### config.mk
export PLATFORM = sky130hd
export DESIGN_NAME = cc_speedcounter
export DESIGN_NICKNAME = d
export VERILOG_FILES = /design/src/rtl/cc_speedcounter.sv
export SDC_FILE = /design/constraint.sdc
export NUM_CORES = 1
export LEC_CHECK = 0
export ABC_AREA = 0
export CORE_AREA = 2 2 66 68
export CTS_CLUSTER_SIZE = 30
export DETAILED_ROUTE_END_ITERATION = 12
export DIE_AREA = 0 0 68 70
export PLACE_DENSITY_LB_ADDON = 0.05
export SETUP_SLACK_MARGIN = 0.1
export SLEW_MARGIN = 20
export SYNTH_ARGS = -nofsm -noshare
export SYNTH_HDL_FRONTEND = slang
export SYNTH_SLANG_ARGS = --single-unit
### constraint.sdc
create_clock -name CC_SPEEDCOUNTER_CLOCK_50 -period 2.1 [get_ports CC_SPEEDCOUNTER_CLOCK_50]
set_input_delay 0.525 -clock CC_SPEEDCOUNTER_CLOCK_50 [delete_from_list [all_inputs] [get_ports CC_SPEEDCOUNTER_CLOCK_50]]
set_output_delay 0.525 -clock CC_SPEEDCOUNTER_CLOCK_50 [all_outputs]
set_load 0.005 [all_outputs]
### src/rtl/cc_speedcounter.sv
// cc_speedcounter: programmable-rate time-base counter with wrap tick and tick count.
// Optional watchdog wrap at all-ones enabled by defining CC_SPEEDCOUNTER_WATCHDOG_EN.
module cc_speedcounter #(
  parameter int SPEEDCOUNTER_DATAWIDTH = 23,
  parameter int SPEEDCOUNTER_TICKWIDTH = 8
) (
  input  logic                              CC_SPEEDCOUNTER_CLOCK_50,
  input  logic                              CC_SPEEDCOUNTER_RESET_InLow,
  input  logic                              CC_SPEEDCOUNTER_enable_InHigh,
  input  logic                              CC_SPEEDCOUNTER_clear_InHigh,
  input  logic                              CC_SPEEDCOUNTER_T0_InLow,
  output logic [SPEEDCOUNTER_DATAWIDTH-1:0] CC_SPEEDCOUNTER_data_OutBUS,
  output logic                              CC_SPEEDCOUNTER_tick_OutHigh,
  output logic [SPEEDCOUNTER_TICKWIDTH-1:0] CC_SPEEDCOUNTER_tickcount_OutBUS,
  output logic                              CC_SPEEDCOUNTER_busy_OutHigh,
  output logic                              CC_SPEEDCOUNTER_error_OutHigh
);
  typedef enum logic [1:0] {IDLE, RUN, HOLD} state_t;
  state_t                            state_q, state_d;
  logic [SPEEDCOUNTER_DATAWIDTH-1:0] data_q, data_d;
  logic [SPEEDCOUNTER_TICKWIDTH-1:0] tickcount_q, tickcount_d;
  logic                              tick_q, tick_d;
  logic                              busy_q;
  logic                              error_q, error_d;
  logic                              wd_hit;
`ifdef CC_SPEEDCOUNTER_WATCHDOG_EN
  assign wd_hit = (&data_q) && CC_SPEEDCOUNTER_T0_InLow;
`else
  assign wd_hit = 1'b0;
`endif
  // Next-state logic: clear beats enable/hold, which beats the terminal wrap, which beats increment.
  // A wrap is suppressed right after a tick so tick can never stay high two cycles in a row.
  always_comb begin
    state_d     = state_q;
    data_d      = data_q;
    tick_d      = 1'b0;
    tickcount_d = tickcount_q;
    error_d     = error_q;
    if (CC_SPEEDCOUNTER_clear_InHigh) begin
      state_d     = IDLE;
      data_d      = '0;
      tickcount_d = '0;
      error_d     = 1'b0;
    end else begin
      case (state_q)
        IDLE: begin
          data_d  = '0;
          state_d = CC_SPEEDCOUNTER_enable_InHigh ? RUN : IDLE;
        end
        RUN: begin
          if (!CC_SPEEDCOUNTER_enable_InHigh) begin
            state_d = HOLD;
          end else if (!CC_SPEEDCOUNTER_T0_InLow) begin
            if (!tick_q) begin
              data_d      = '0;
              tick_d      = 1'b1;
              tickcount_d = tickcount_q + 1'b1;
            end
          end else if (wd_hit) begin
            data_d      = '0;
            tick_d      = 1'b1;
            tickcount_d = tickcount_q + 1'b1;
            error_d     = 1'b1;
          end else begin
            data_d = data_q + 1'b1;
          end
        end
        HOLD:    state_d = CC_SPEEDCOUNTER_enable_InHigh ? RUN : HOLD;
        default: state_d = IDLE;
      endcase
    end
  end
  // State and output registers, all cleared immediately by the async reset.
  always_ff @(posedge CC_SPEEDCOUNTER_CLOCK_50 or negedge CC_SPEEDCOUNTER_RESET_InLow) begin
    if (!CC_SPEEDCOUNTER_RESET_InLow) begin
      state_q     <= IDLE;
      data_q      <= '0;
      tick_q      <= 1'b0;
      tickcount_q <= '0;
      busy_q      <= 1'b0;
      error_q     <= 1'b0;
    end else begin
      state_q     <= state_d;
      data_q      <= data_d;
      tick_q      <= tick_d;
      tickcount_q <= tickcount_d;
      busy_q      <= (state_d != IDLE);
      error_q     <= error_d;
    end
  end
  assign CC_SPEEDCOUNTER_data_OutBUS      = data_q;
  assign CC_SPEEDCOUNTER_tick_OutHigh     = tick_q;
  assign CC_SPEEDCOUNTER_tickcount_OutBUS = tickcount_q;
  assign CC_SPEEDCOUNTER_busy_OutHigh     = busy_q;
  assign CC_SPEEDCOUNTER_error_OutHigh    = error_q;
endmodule
; ---- Word level (Yosys, flattened, before mapping)
; Cells that the tools add are included.
[word_totals]
reg_bits = 35
latch_bits = 0
ramBits = 0
mem_bits_ro = 0
inputBits = 5
output_inout_bits = 34
wordCells = 40
memories = 0
[classes]
add_sub_neg = 2
n_mul = 0
n_div = 0
magnitude_cmp = 0
eq_ne = 6
shifts = 0
n_mux = 20
bitwise_logic = 0
reduce_logical = 7
[ops]
columns = op, n
row1 = two-way mux 23 bit, 4
row2 = case mux 23 bit (2 select lines), 1
row3 = two-way mux 8 bit, 5
row4 = "adder 23 x 1 -> 23 bit, second input constant", 1
row5 = "adder 8 x 1 -> 8 bit, second input constant", 1
row6 = two-way mux 1 bit, 6
row7 = two-way mux 2 bit, 3
row8 = case mux 2 bit (3 select lines), 1
row9 = nonzero test 2 bit, 3
row10 = "!= test 2 bit, second input constant", 2
row11 = "!= test 4 bit, second input constant", 1
row12 = AND reduction 4 bit, 1
row13 = "!= test 3 bit, second input constant", 1
row14 = AND reduction 3 bit, 1
row15 = nonzero test 3 bit, 1
row16 = "equality test 2 x 1 -> 1 bit, second input constant", 1
row17 = "equality test 2 bit, second input constant", 1
row18 = logical NOT 2 bit, 1

; ---- Longest topological paths before layout
; Gate-level depths: netlist of the first run.
[logic_depth]
word_depth = 6
depth_mapped = 7
depth_no_buf = 5

; ---- Least setup slack after synthesis of the first run
; OpenSTA, ideal clock, no wires.
[synth_timing]
path_kind = input to register
startpoint = input CC_SPEEDCOUNTER_T0_InLow
endpoint = register data_q[2], in the netlist CC_SPEEDCOUNTER_data_OutBUS[2]
setup_time_ps = 131
arrival_ps = 1653
required_time_ps = 1969
setup_slack_ps = 316
stages = 6
n_path_buf = 2
cell_sequence = buf_6 nand2b_4 a311oi_4 buf_6 nand2b_1 o21ai_0
[synth_between]
elab_chain_len = 4
elab_cells_between_ends = 6
cone_classes = eq/ne: 1 / mux: 4 / reduce/logical: 1
[synth_lines]
columns = item, line
row1 = "start, declared", 11  ; input logic CC_SPEEDCOUNTER_T0_InLow,
row2 = two-way mux 23 bit, 53  ; end else if (!CC_SPEEDCOUNTER_T0_InLow) begin
row3 = two-way mux 23 bit, 51  ; if (!CC_SPEEDCOUNTER_enable_InHigh) begin
row4 = case mux 23 bit (2 select lines), 45  ; case (state_q)
row5 = two-way mux 23 bit, 39  ; if (CC_SPEEDCOUNTER_clear_InHigh) begin
row6 = "end signal, assigned", 84  ; data_q <= data_d;
row7 = "end, declared", 20  ; logic [SPEEDCOUNTER_DATAWIDTH-1:0] data_q, data_d;
; Parallel ways exist; a longest one is shown, timed or not. The select of a mux whose other input is x is not followed.
; A chain may end at the register's enable or synchronous reset.

; ---- Final worst setup path of the first run
[layout_timing]
startpoint = input CC_SPEEDCOUNTER_clear_InHigh
endpoint = register data_q[8], in the netlist CC_SPEEDCOUNTER_data_OutBUS[8]
[layout_between]
elab_chain_len = 2
elab_cells_between_ends = 5
cone_classes = eq/ne: 2 / mux: 1 / reduce/logical: 2
[layout_lines]
columns = item, line
row1 = "start, declared", 10  ; input logic CC_SPEEDCOUNTER_clear_InHigh,
row2 = "!= test 4 bit (no line), or another cell as far along", n/a
row3 = AND reduction 3 bit (no line), n/a
; Parallel ways exist; a longest one is shown, timed or not.

==> results, run 1 <==
- The maximum clock rate is 538 MHz.
- The number of antenna violations at the first check in global routing was 0.
- Dividing the detail-routed wire length by the instance count gives 15.7 µm.
- For this design the total switching power over the nets is 311 µW.
- For this run, the detailed router's first-pass iteration total came to 4.
- The number of max-cap violations is 0.
- Excluding fillers, the count of instances in the completed layout stands at 303.
- The setup clock skew after layout is 9.54 ps.
- The time the worst path needs with I/O delays and setup is 1860 ps.
- The number of global-route vias before repair is 1711.
- The maximum vdd drop is 0.395 mV.
- The final route contains 1784 vias.
- The maximum fanout count along the critical path is 5.
- The mean area per synthesized cell is 9.64 µm².
- The wire-length estimate of the detail-placed layout is 3310 µm.
- The final worst-path cycle share is 88.5%.
- The clock transition at the register clock pins on the worst setup and hold paths after CTS is 70 ps.
- The number of buffers inserted for hold repair after clock tree synthesis is 0.
- After floorplanning, the core was sized to cover 0.00414 mm².
- The total clock sinks is 35.
- The final count of pins violating max slew is 0.
- Measured along the x axis, the die boundary spans 68 µm.
- The category of the most critical setup path is input port to register.
- The mapped netlist covers 0.00197 mm².
- The buffer depth of the longest clock path is 2.
- The utilization of the core after routing is 62.0%.
- The signal on the critical path passes through clkdlybuf4s50_1 -> or4bb_1 -> a41oi_1 -> o21ai_0 -> o41ai_1.
- STA classifies the critical path endpoint as a register.
- The initial cell density of the core is 47.4%.
- The overall fraction of global-route tracks in use is 21.9%.
- Setup slack on the worst reg-to-reg path comes out at 290 ps.
- The dominant synthesized flop cell is sky130_fd_sc_hd__dfrtp_1.
- Cell internal power was estimated by the tool at 981 µW.
- The number of enable flip-flop cells after synthesis is 0.
- Net switching is 24.1% of the power.
- The standard-cell row count is 24.
- The portion of total power attributed to sequential cells is 53.0%.
- Summed over all cells, the static leakage comes to 0.993 nW.
- The area growth from synthesis to layout is 30.7%.
- Combinational cells account for 7.7% of the total power.
- Of all flip-flops after synthesis, the portion carrying an async set or reset was 100%.
- Power spread over the standard cell area amounts to 503 mW/mm².
- The first-pass GRT wire length is 7940 µm.
- The worst hold-check slack is 545 ps.
- The Yosys step of the flow raised 0 warnings.
- The count of endpoints failing setup in the final report is 0.
- Synthesis produced a netlist whose cell count is 204.
- The net count reported at finish is 258.
- The flow ran to the end, and the final reports show no timing, DRC or antenna violations.
- The buffer count from post-CTS setup fixing is 0.
- The data arrival time of the worst path is 2040 ps.
- The aggregate negative setup slack is 0 ps.
- The clock tree from TritonCTS is done.
- The number of synthesized register bits is 35.
- The sequential fraction of the synthesis area is 44.6%.
- The number of remaining DRC errors is 0.
- The hold violation total from the final report was 0.
- The initial detailed-routing violation count is 119.
- The number of nets in the synthesized netlist is 211.
- Clock tree synthesis inserted a total of 5 buffers.
- The met3 layer wire length in the routed design is 207 µm.
- For this run, the slowest stage of the critical path takes 640 ps.
- The distinct cell type count after synthesis is 44.
- The repair_antennas step left the layout with diodes totalling 0.
- The met2 wire length is 2420 µm.
- The number of H-tree levels is 2.
- During I/O placement, the number of pins put on the boundary was 39.
- After detailed routing, the wire length on met1 is 2070 µm.
- Using the TritonRoute via totals, the vias-per-cell ratio works out to 5.89.
- The instance count after placement with tap cells included is 295.
- For the worst setup path, the data required time is 2280 ps.
- The highest metal layer carrying signal wires in the routed design is met4.
- Entering global routing, the biggest net connects 36 pins.
- In this run the clock root is driven by a sky130_fd_sc_hd__clkbuf_8.
- The number of gates resized after CTS is 0.
- The die boundary height is 70 µm.
- Cells with a size suffix above 1 make up 13.1% of the layout.
- In this run, the clock network consumes 39.3% of the power.
- The floorplan step defined a die boundary enclosing 0.00476 mm².
- The later-pin clock latency in the skew report is 290 ps.
- The worst min-delay path category is register to register.
- The startpoint class of the critical path is an input port.
- The congestion estimate from routability-driven global placement came to 0.807.
- For this block, the routed nets add up to 4760 µm of wire.
- During placement, the flow inserted port buffers numbering 37.
- Setup repair after global routing left no endpoint under its margin.
- The post-layout total power is 1.29 mW.
- The critical-path cell with the highest stage delay is sky130_fd_sc_hd__or4bb_1.
- In this run the remaining antenna-violating nets after routing total 0.
- Summed over all layers, the global routing overflow is 0.
-- cell usage in the layout, fill, tap and decap left out, types with 2 or more instances in the layout --
cell type and count:
sky130_fd_sc_hd__nand2b_1 2, sky130_fd_sc_hd__o21ai_1 4, sky130_fd_sc_hd__or4_1 9, sky130_fd_sc_hd__and4_1 2, sky130_fd_sc_hd__and3_1 2, sky130_fd_sc_hd__buf_4 14, sky130_fd_sc_hd__and2_1 5, sky130_fd_sc_hd__nand4_1 7
sky130_fd_sc_hd__o21ai_0 15, sky130_fd_sc_hd__clkdlybuf4s50_1 35, sky130_fd_sc_hd__dfrtp_1 35, sky130_fd_sc_hd__a21oi_1 16, sky130_fd_sc_hd__nand2_1 12, sky130_fd_sc_hd__mux2i_1 4, sky130_fd_sc_hd__nor2_1 9, sky130_fd_sc_hd__xnor2_1 4
sky130_fd_sc_hd__nor4b_1 2, sky130_fd_sc_hd__o21bai_1 4, sky130_fd_sc_hd__nand3_1 11, sky130_fd_sc_hd__ha_1 2, sky130_fd_sc_hd__dlymetal6s2s_1 2, sky130_fd_sc_hd__clkbuf_8 6, sky130_fd_sc_hd__nor4_1 4, sky130_fd_sc_hd__or3_1 4
sky130_fd_sc_hd__inv_1 4, sky130_fd_sc_hd__nor3_1 2, sky130_fd_sc_hd__o31ai_1 12
-- per-layer routing --
metal	global-route usage, %	vias to the layer above
met5	0	-
met4	8.00	0
met3	5.48	6
met2	34.8	47
met1	28.5	867
li1	-	864
-- metrics by stage --
step,cell area [µm²],setup slack (ps)
4_1_cts,2520,153
3_5_place_dp,2440,-157
2_1_floorplan,1970,316
5_1_grt,2570,147
3_3_place_gp,2440,-104
6_report,2570,242
-- area by class of cell --
cell class	instances	area (µm²)
Multi-Input combinational cell	152	1000
Clock buffer	6	82.6
Inverter	4	15.0
Fill cell	345	1580
Clock inverter	1	5.00
Tap cell	52	65.1
Sequential cell	35	876
Timing Repair Buffer	53	526
-- critical path, delay by kind of cell --
family	cells	cell delay (ps)
and+or+nand+nor	1	640
buffers and inverters	1	500
AOI/OAI and AO/OA	3	370
-- cells in the mapped netlist, types with 2 or more instances --
master,instances,area [µm²]
sky130_fd_sc_hd__xnor2_1,4,35.0
sky130_fd_sc_hd__nor2_1,9,33.8
sky130_fd_sc_hd__nor4_1,5,31.3
sky130_fd_sc_hd__o21bai_1,4,30.0
sky130_fd_sc_hd__nor4b_1,2,17.5
sky130_fd_sc_hd__inv_1,4,15.0
sky130_fd_sc_hd__and3_1,2,12.5
sky130_fd_sc_hd__nand3_1,11,55.1
sky130_fd_sc_hd__mux2i_1,4,40.0
sky130_fd_sc_hd__buf_2,4,20.0
sky130_fd_sc_hd__a21oi_1,17,85.1
sky130_fd_sc_hd__o21ai_0,15,75.1
sky130_fd_sc_hd__nand4_1,7,43.8
sky130_fd_sc_hd__nand2b_1,3,18.8
sky130_fd_sc_hd__and4_1,3,26.3
sky130_fd_sc_hd__dfrtp_1,35,876
sky130_fd_sc_hd__clkbuf_1,2,7.51
sky130_fd_sc_hd__o21ai_1,4,20.0
sky130_fd_sc_hd__o31ai_1,12,90.1
sky130_fd_sc_hd__buf_4,3,22.5
sky130_fd_sc_hd__buf_6,3,33.8
sky130_fd_sc_hd__and2_1,5,31.3
sky130_fd_sc_hd__ha_1,2,25.0
sky130_fd_sc_hd__or3_1,4,25.0
sky130_fd_sc_hd__or4_1,9,67.6
sky130_fd_sc_hd__nor3_1,2,10.0
sky130_fd_sc_hd__nand2_1,12,45.0
-- sequential cells by signal (all words and copies together) (netlist names) --
| signal | count |
|---|---|
| CC_SPEEDCOUNTER_busy_OutHigh | 1 |
| CC_SPEEDCOUNTER_tick_OutHigh | 1 |
| state_q | 2 |
| CC_SPEEDCOUNTER_data_OutBUS | 23 |
| CC_SPEEDCOUNTER_tickcount_OutBUS | 8 |
-- logic make-up after synthesis --
kind of cell	share of synthesized area [%]
and+or+nand+nor	25.7
AOI/OAI and AO/OA	18.8
DFF	44.6
buffers and inverters	5.28
xor gates and xnor gates	2.23
muxes	2.04
adders and majority gates	1.27
other	0.191
-- worst paths after layout --
check / start / to / cells past startpoint
min in group asynchronous: CC_SPEEDCOUNTER_RESET_InLow / CC_SPEEDCOUNTER_data_OutBUS[12] / 2
worst max-delay path: CC_SPEEDCOUNTER_clear_InHigh / CC_SPEEDCOUNTER_data_OutBUS[8] / 5
worst min register to register: CC_SPEEDCOUNTER_data_OutBUS[4] / CC_SPEEDCOUNTER_data_OutBUS[4] / 1
worst max register to register: CC_SPEEDCOUNTER_data_OutBUS[0] / CC_SPEEDCOUNTER_data_OutBUS[16] / 5
worst min-delay path: CC_SPEEDCOUNTER_data_OutBUS[4] / CC_SPEEDCOUNTER_data_OutBUS[4] / 1
max in group asynchronous: CC_SPEEDCOUNTER_RESET_InLow / CC_SPEEDCOUNTER_tickcount_OutBUS[3] / 2
-- power groups by stage --
stage	Sequential, mW	Combinational, mW	Clock [mW]
floorplan	0.696	0.0464	0
global placement	0.698	0.0935	0
detailed placement	0.698	0.0967	0
CTS	0.685	0.0971	0.524
global route	0.686	0.111	0.543
finish	0.685	0.0998	0.507
No activity file was read; power rests on OpenSTA's default activity.
==> inputs of run 2 (changes only) <==
--- a/config.mk
+++ b/config.mk
@@ -6,10 +6,10 @@
 export NUM_CORES = 1
 export LEC_CHECK = 0
 export ABC_AREA = 0
-export CORE_AREA = 2 2 66 68
+export CORE_AREA = 3 3 67 69
 export CTS_CLUSTER_SIZE = 30
 export DETAILED_ROUTE_END_ITERATION = 12
-export DIE_AREA = 0 0 68 70
+export DIE_AREA = 0 0 70 72
 export PLACE_DENSITY_LB_ADDON = 0.05
 export SETUP_SLACK_MARGIN = 0.1
 export SLEW_MARGIN = 20
==> results, run 2 (synthesized netlist as in run 1, its figures left out) <==
- The number of remaining DRC errors was 0 (unchanged).
- The initial cell density of the core came to 49.5% (+2.1 points).
- The number of port buffers came to 37 (unchanged).
- The cell area after layout came to 0.00255 mm² (-0.78%).
- The endpoint of the most critical setup path is CC_SPEEDCOUNTER_tickcount_OutBUS[7].
- The die boundary height is 72 µm (+2.9%).
- The met3 usage in global routing is 4.99% (-0.49 points).
- The filler cell count was 336 (-2.6%).
- The final non-filler cell total is 304 (+0.33%).
- In this run the worst setup path begins at CC_SPEEDCOUNTER_enable_InHigh.
- The data arrival time of the worst path is 2120 ps (+80 ps).
- The final worst-path cycle share is 91.1% (+2.6 points).
- The instance count after placement with tap cells included is 296 (+0.34%).
- The via density per instance is 5.97 (+1.3%).
- In the layout the commonest cells are sky130_fd_sc_hd__clkdlybuf4s50_1, sky130_fd_sc_hd__dfrtp_1, sky130_fd_sc_hd__a21oi_1, sky130_fd_sc_hd__buf_4, sky130_fd_sc_hd__o21ai_0.
- The startpoint identified for the worst register-to-register timing path is CC_SPEEDCOUNTER_data_OutBUS[0].
- The number of flip-flops in the largest register is 23 (unchanged).
- The width of the die came to 70 µm (+2.9%).
- The number of H-tree levels is 2 (unchanged).
- The global-route congestion overflow total came to 0 (unchanged).
- The number of inserted diodes was 0 (unchanged).
- From synthesis to final layout, the design area changed by 29.7%.
- The internal reg-to-reg setup slack is 270 ps (-20 ps).
- The number of antenna violations at the first check in global routing is 0 (unchanged).
- met2 is the most crowded layer.
- The post-placement cell area is 0.00246 mm² (+0.82%).
- The via count is 1814 (+1.7%).
- The standard-cell row count is 23 (-4.2%).
- The utilization of the core after routing is 64.2% (+2.2 points).
- The buffer count from post-CTS setup fixing was 0 (unchanged).
- The net count reported at finish came to 260 (+0.78%).
- The later-pin clock latency in the skew report is 280 ps (about the same).
- The portion of total power attributed to sequential cells is 54.9% (+1.9 points).
- The power per cell area is 490 mW/mm² (-2.5%).
- The design internal power came to 956 µW (-2.6%).
- The worst hold-check slack was 527 ps (-18.6 ps).
- The hold violation total from the final report is 0 (unchanged).
- The kind of end point of the critical path is a register.
- The switching power is 294 µW (-5.6%).
- The endpoint identified for the worst register-to-register timing path is CC_SPEEDCOUNTER_data_OutBUS[16].
- The aggregate negative setup slack is 0 ps (unchanged).
- The worst slack after detailed placement is -165 ps (-8.23 ps).
- The post-route antenna net violation count is 0 (unchanged).
- In this run the most critical hold path is launched from CC_SPEEDCOUNTER_data_OutBUS[4].
- The setup clock skew after layout is 6.18 ps (-3.36 ps).
- In this run the clock root is driven by a sky130_fd_sc_hd__clkbuf_8.
- The critical path is of the input port to register type.
- The final count of pins violating max slew is 0 (unchanged).
- The final HPWL from detailed placement is 3460 µm (+4.3%).
- The proportion of total power due to net switching is 23.5% (-0.57 points).
- The largest net degree at the start of global routing is 36 (unchanged).
- The worst hold path belongs to the class register to register.
- The logic depth of the worst register-to-register path is 5 (unchanged).
- The final worst slack is 187 ps (-54.7 ps).
- The maximum vdd drop came to 0.343 mV (-13%).
- The share of post-route cells with drive strength above 1 came to 13.4% (+0.24 points).
- The first-pass GRT wire length was 8130 µm (+2.4%).
- The buffer depth of the longest clock path is 2 (unchanged).
- The time the worst path needs with I/O delays and setup was 1910 ps (+54.7 ps).
- The number of global-route vias before repair was 1744 (+1.9%).
- The weighted congestion reported at the end of routability-driven placement was 0.834 (+3.4%).
- The global routing met2 resource utilization is 33.5% (-1.4 points).
- STA classifies the critical path startpoint as an input port.
- The total wire length after detailed routing was 4770 µm (+0.27%).
- The area of the die is 0.00504 mm² (+5.9%).
- The critical path data required time was 2310 ps (+30 ps).
- The number of max-cap violations is 0 (unchanged).
- TritonCTS built the clock tree.
- The number of buffers added by the clock tree synthesis step is 5 (unchanged).
- The signal on the critical path passes through clkdlybuf4s50_1 -> and4bb_1 -> a21oi_1 -> or4_1 -> a21oi_1.
- The initial detailed-routing violation count is 170 (+43%).
- The clock transition at the register clock pins on the worst setup and hold paths after CTS is 60 ps (about the same).
- The overall fraction of global-route tracks in use is 19.9% (-2.0 points).
- By instance count, the cell type seen most on the critical path is sky130_fd_sc_hd__a21oi_1.
- The combinational group share of total power came to 7.8% (about the same).
- The maximum clock rate came to 523 MHz (-2.9%).
- The floorplan core area is 0.00397 mm² (-4.2%).
- The average wire per cell in the routed design came to 15.7 µm (about the same).
- The library cell used most frequently in the layout, excluding fill and tap cells, is sky130_fd_sc_hd__clkdlybuf4s50_1.
- The post-layout total power is 1.25 mW (-3.3%).
- The slowest stage of the critical path belongs to the cell sky130_fd_sc_hd__clkdlybuf4s50_1.
- The leakage dissipation is 0.978 nW (-1.5%).
- The count of endpoints failing setup in the final report was 0 (unchanged).
- The total clock sinks was 35 (unchanged).
- The maximum fanout count along the critical path is 5 (unchanged).
- The number of optimization iterations in the first detailed-route pass is 4 (unchanged).
- The delay of the slowest cell on the worst path is 560 ps (-80 ps).
- The part of the total power dissipated in the clock network is 37.3% (-2.0 points).
- The flow ran to the end, and the final reports show no timing, DRC or antenna violations.
- The routing usage on met1 came to 25.5% (-3.0 points).
- Setup repair after global routing could not meet its margin everywhere.
- The count of boundary I/O pins is 39 (unchanged).
[run 2: cell count changes in the layout (fill, tap and decap cells not counted), moves of 2 or more]
cell and change:
sky130_fd_sc_hd__buf_4 +3, sky130_fd_sc_hd__clkbuf_1 +2, sky130_fd_sc_hd__clkdlybuf4s50_1 +2, sky130_fd_sc_hd__dlymetal6s2s_1 -2
[run 2: final cells by class]
type / instances / area [µm²] / area share, %
clock inverters: 1 / 5.00 / 0.196
multi-input cells: 152 / 996 / 39.1
flip-flops and latches: 35 / 876 / 34.4
inverters: 4 / 15.0 / 0.589
well taps: 50 / 62.6 / 2.45
repair buffers: 55 / 518 / 20.3
clock buffers: 7 / 76.3 / 2.99
[run 2: critical path: cells and delay by family]
kind	cells	cell delay, ps
AND/OR/NAND/NOR	2	740
buffers and inverters	1	560
AO/OA/AOI/OAI	2	290
[run 2: what timing repair did]
item,in CTS,in global routing
endpoints found under the setup margin,0,13
hold buffers,0,0
resized for setup,0,4
[run 2: power by group through the flow]
stage | registers, mW | clock network (mW) | logic (mW)
2_1_floorplan | 0.696 | 0 | 0.0464
3_3_place_gp | 0.698 | 0 | 0.0953
3_5_place_dp | 0.698 | 0 | 0.0978
4_1_cts | 0.685 | 0.486 | 0.0979
5_1_grt | 0.686 | 0.511 | 0.109
6_report | 0.685 | 0.466 | 0.0981
[run 2: how the worst min path moves through the flow]
stage / end / slack [ps] / cells past startpoint
global placement: CC_SPEEDCOUNTER_data_OutBUS[4] / 520 / 1
floorplan: CC_SPEEDCOUNTER_busy_OutHigh / 230 / 0
global route: CC_SPEEDCOUNTER_data_OutBUS[4] / 570 / 1
detailed placement: CC_SPEEDCOUNTER_data_OutBUS[4] / 530 / 1
finish: CC_SPEEDCOUNTER_data_OutBUS[4] / 530 / 1
CTS: CC_SPEEDCOUNTER_data_OutBUS[4] / 540 / 1
[run 2: layer usage]
metal / part of all wire (%) / vias up
met1: 43 / 885
met4: 1.3 / 0
met5: 0 / -
li1: - / 868
met2: 50 / 55
met3: 5.7 / 6
==> RTL edit (flow settings as in run 2) <==
Re-encode `state_t` (3 states) as one-hot, 3 bits wide.
--- a/src/rtl/cc_speedcounter.sv
+++ b/src/rtl/cc_speedcounter.sv
@@ -16,5 +16,5 @@
   output logic                              CC_SPEEDCOUNTER_error_OutHigh
 );
-  typedef enum logic [1:0] {IDLE, RUN, HOLD} state_t;
+  typedef enum logic [2:0] {IDLE = 3'b001, RUN = 3'b010, HOLD = 3'b100} state_t;
   state_t                            state_q, state_d;
   logic [SPEEDCOUNTER_DATAWIDTH-1:0] data_q, data_d;
Check against the original RTL: no difference found for any inputs over 10 cycles, from zero or initial values and one cycle with CC_SPEEDCOUNTER_RESET_InLow low; not proved beyond that.
==> RTL edit against run 2 <==
Area after synthesis is 0.38% higher. Total power is 7.2% higher. Sequential cell count is 1 higher. Hold slack better by 0.026 ns. Design area is 5.0% higher. Clock skew is 0.0022 ns higher. Combinational power is 37% higher. Routed wire length is 0.75% higher. Worst setup slack worse by 0.020 ns. Utilization is 3.2 points higher.
==> RTL edit: results (changes against run 2) <==
| Metric | Value |
|---|---|
| Run status | finished, final reports clean |
| Post-synth top cells | 35 x dfrtp_1, 25 x a21oi_1, 16 x o31ai_1, 16 x or4_1, 12 x nand3_1 |
| P_leak | 0.00104 uW (+6.2%) |
| Placed cell area | 2500 um2 (+1.6%) |
| Final #Nets | 268 (+3.1%) |
| Vias | 1841 (+1.5%) |
| Crit Path Max Fanout | 12 (+7) |
| Met2 Use GR | 33.7% (+0.21 points) |
| Fillers | 315 (-6.3%) |
| Layout cells sized above 1 | 17.9% (+4.6 points) |
| R2r endpoint | CC_SPEEDCOUNTER_data_OutBUS[11] |
| Global-route wire length before repair | 8000 um (-1.5%) |
| Peak supply drop | 0.399 mV (+16%) |
| Placed cell count | 300 (+1.4%) |
| Crit path from | state_q[0] |
| WHS Endpoint | CC_SPEEDCOUNTER_tickcount_OutBUS[1] |
| Max clock buf depth | 2 (unchanged) |
| Num CTS Buffers | 5 (unchanged) |
| Iteration-0 DRC Markers | 174 (+2.4%) |
| Clock skew | 0.00842 ns (+0.00224 ns) |
| Sw Pwr | 313 uW (+6.6%) |
| Sequential fraction of the synthesis area | 45.7% (+1.2 points) |
| Crit path DAT | 2.14 ns (+0.02 ns) |
| Place WS | -0.197 ns (-0.0325 ns) |
| Routability cong. | 0.794 (-4.9%) |
| Avg Inst Size Synth | 9.72 um2 (+0.88%) |
| Post-route insts no fill | 312 (+2.6%) |
| Grt ovf | 0 (unchanged) |
| Post-route DRC | 0 (unchanged) |
| Multi-input logic area | 1010 um2 (+1.5%) |
| Fin crit share | 92.0% (+0.94 points) |
| Met2 WL | 2420 um (+1.1%) |
| Hold path startpoint | CC_SPEEDCOUNTER_tickcount_OutBUS[1] |
| Distinct cells, synth | 40 (-9.1%) |
| Reg2reg setup slack | 0.17 ns (-0.10 ns) |
| CTS root buf | clkbuf_8 |
| Gr usage total | 19.4% (-0.53 points) |
| Worst hold margin | 0.553 ns (+0.0262 ns) |
| Async SR Flop Fraction | 100% (unchanged) |
| GRT met1 Usage | 24.9% (-0.58 points) |
| M1 WL | 2100 um (+2.8%) |
| Syn_nets | 210 (-0.47%) |
| Number of global-route vias before repair | 1716 (-1.6%) |
| WL final | 4810 um (+0.75%) |
| Dominant cells by area after synthesis | dfrtp_1 44%, a21oi_1 6.3%, o31ai_1 6.1% |
| Hpwl dp | 3310 um (-4.3%) |
| Met3 wire length | 246 um (-9.9%) |
| Pin count of the biggest net entering global routing | 37 (+2.8%) |
-- RTL edit: changes by cell type after synthesis, sizes merged, moves of 4 or more --
| cell | delta |
|---|---|
| o21ai | -11 |
| xnor2 | -4 |
| mux2i | -4 |
| a21oi | +8 |
| or4 | +7 |
| o31ai | +4 |
| nor4 | -4 |
| nand2 | -4 |
-- RTL edit: power by group through the flow --
stage	clock, uW	combinational, uW	sequential [uW]
CTS	515	120	704
global placement	0	115	717
global route	543	147	705
detailed placement	0	119	717
finish	500	134	704
floorplan	0	59.4	716
-- RTL edit: critical path, cell delays in order, from the launching register on --
cell	delay [ns]
dfstp_2	0.57
nor3b_2	0.33
a211oi_4	0.12
buf_12	0.17
or4_1	0.50
a21oi_1	0.17
-- RTL edit: what timing repair did --
action,CTS,global route
gates cloned,0,2
setup endpoints to repair,1,16
gates resized for setup,2,10
hold buffers,0,0
pin swaps,1,7
setup buffers,0,2
-- RTL edit: layout make-up --
| cell class | instances | area share, % |
|---|---|---|
| sequential | 36 | 33.7 |
| timing repair buffer | 61 | 21.8 |
| clock buffer | 8 | 3.37 |
| inverter | 7 | 0.982 |
| tap | 50 | 2.34 |
| multi-input combinational | 150 | 37.8 |
-- RTL edit: cell families (layout without fill, tap and decap cells) --
| kind of cell | count (synthesis) | in the layout | synth area share [%] |
|---|---|---|---|
| compound gates | 59 | 59 | 19.4 |
| xor+xnor | 4 | 4 | 1.78 |
| fa+ha+maj | 2 | 2 | 1.27 |
| buf+inv | 17 | 76 | 4.95 |
| flops | 36 | 36 | 45.7 |
| mux | 3 | 3 | 1.71 |
| other cells | 1 | 1 | 0.190 |
| simple gates | 81 | 81 | 25.0 |
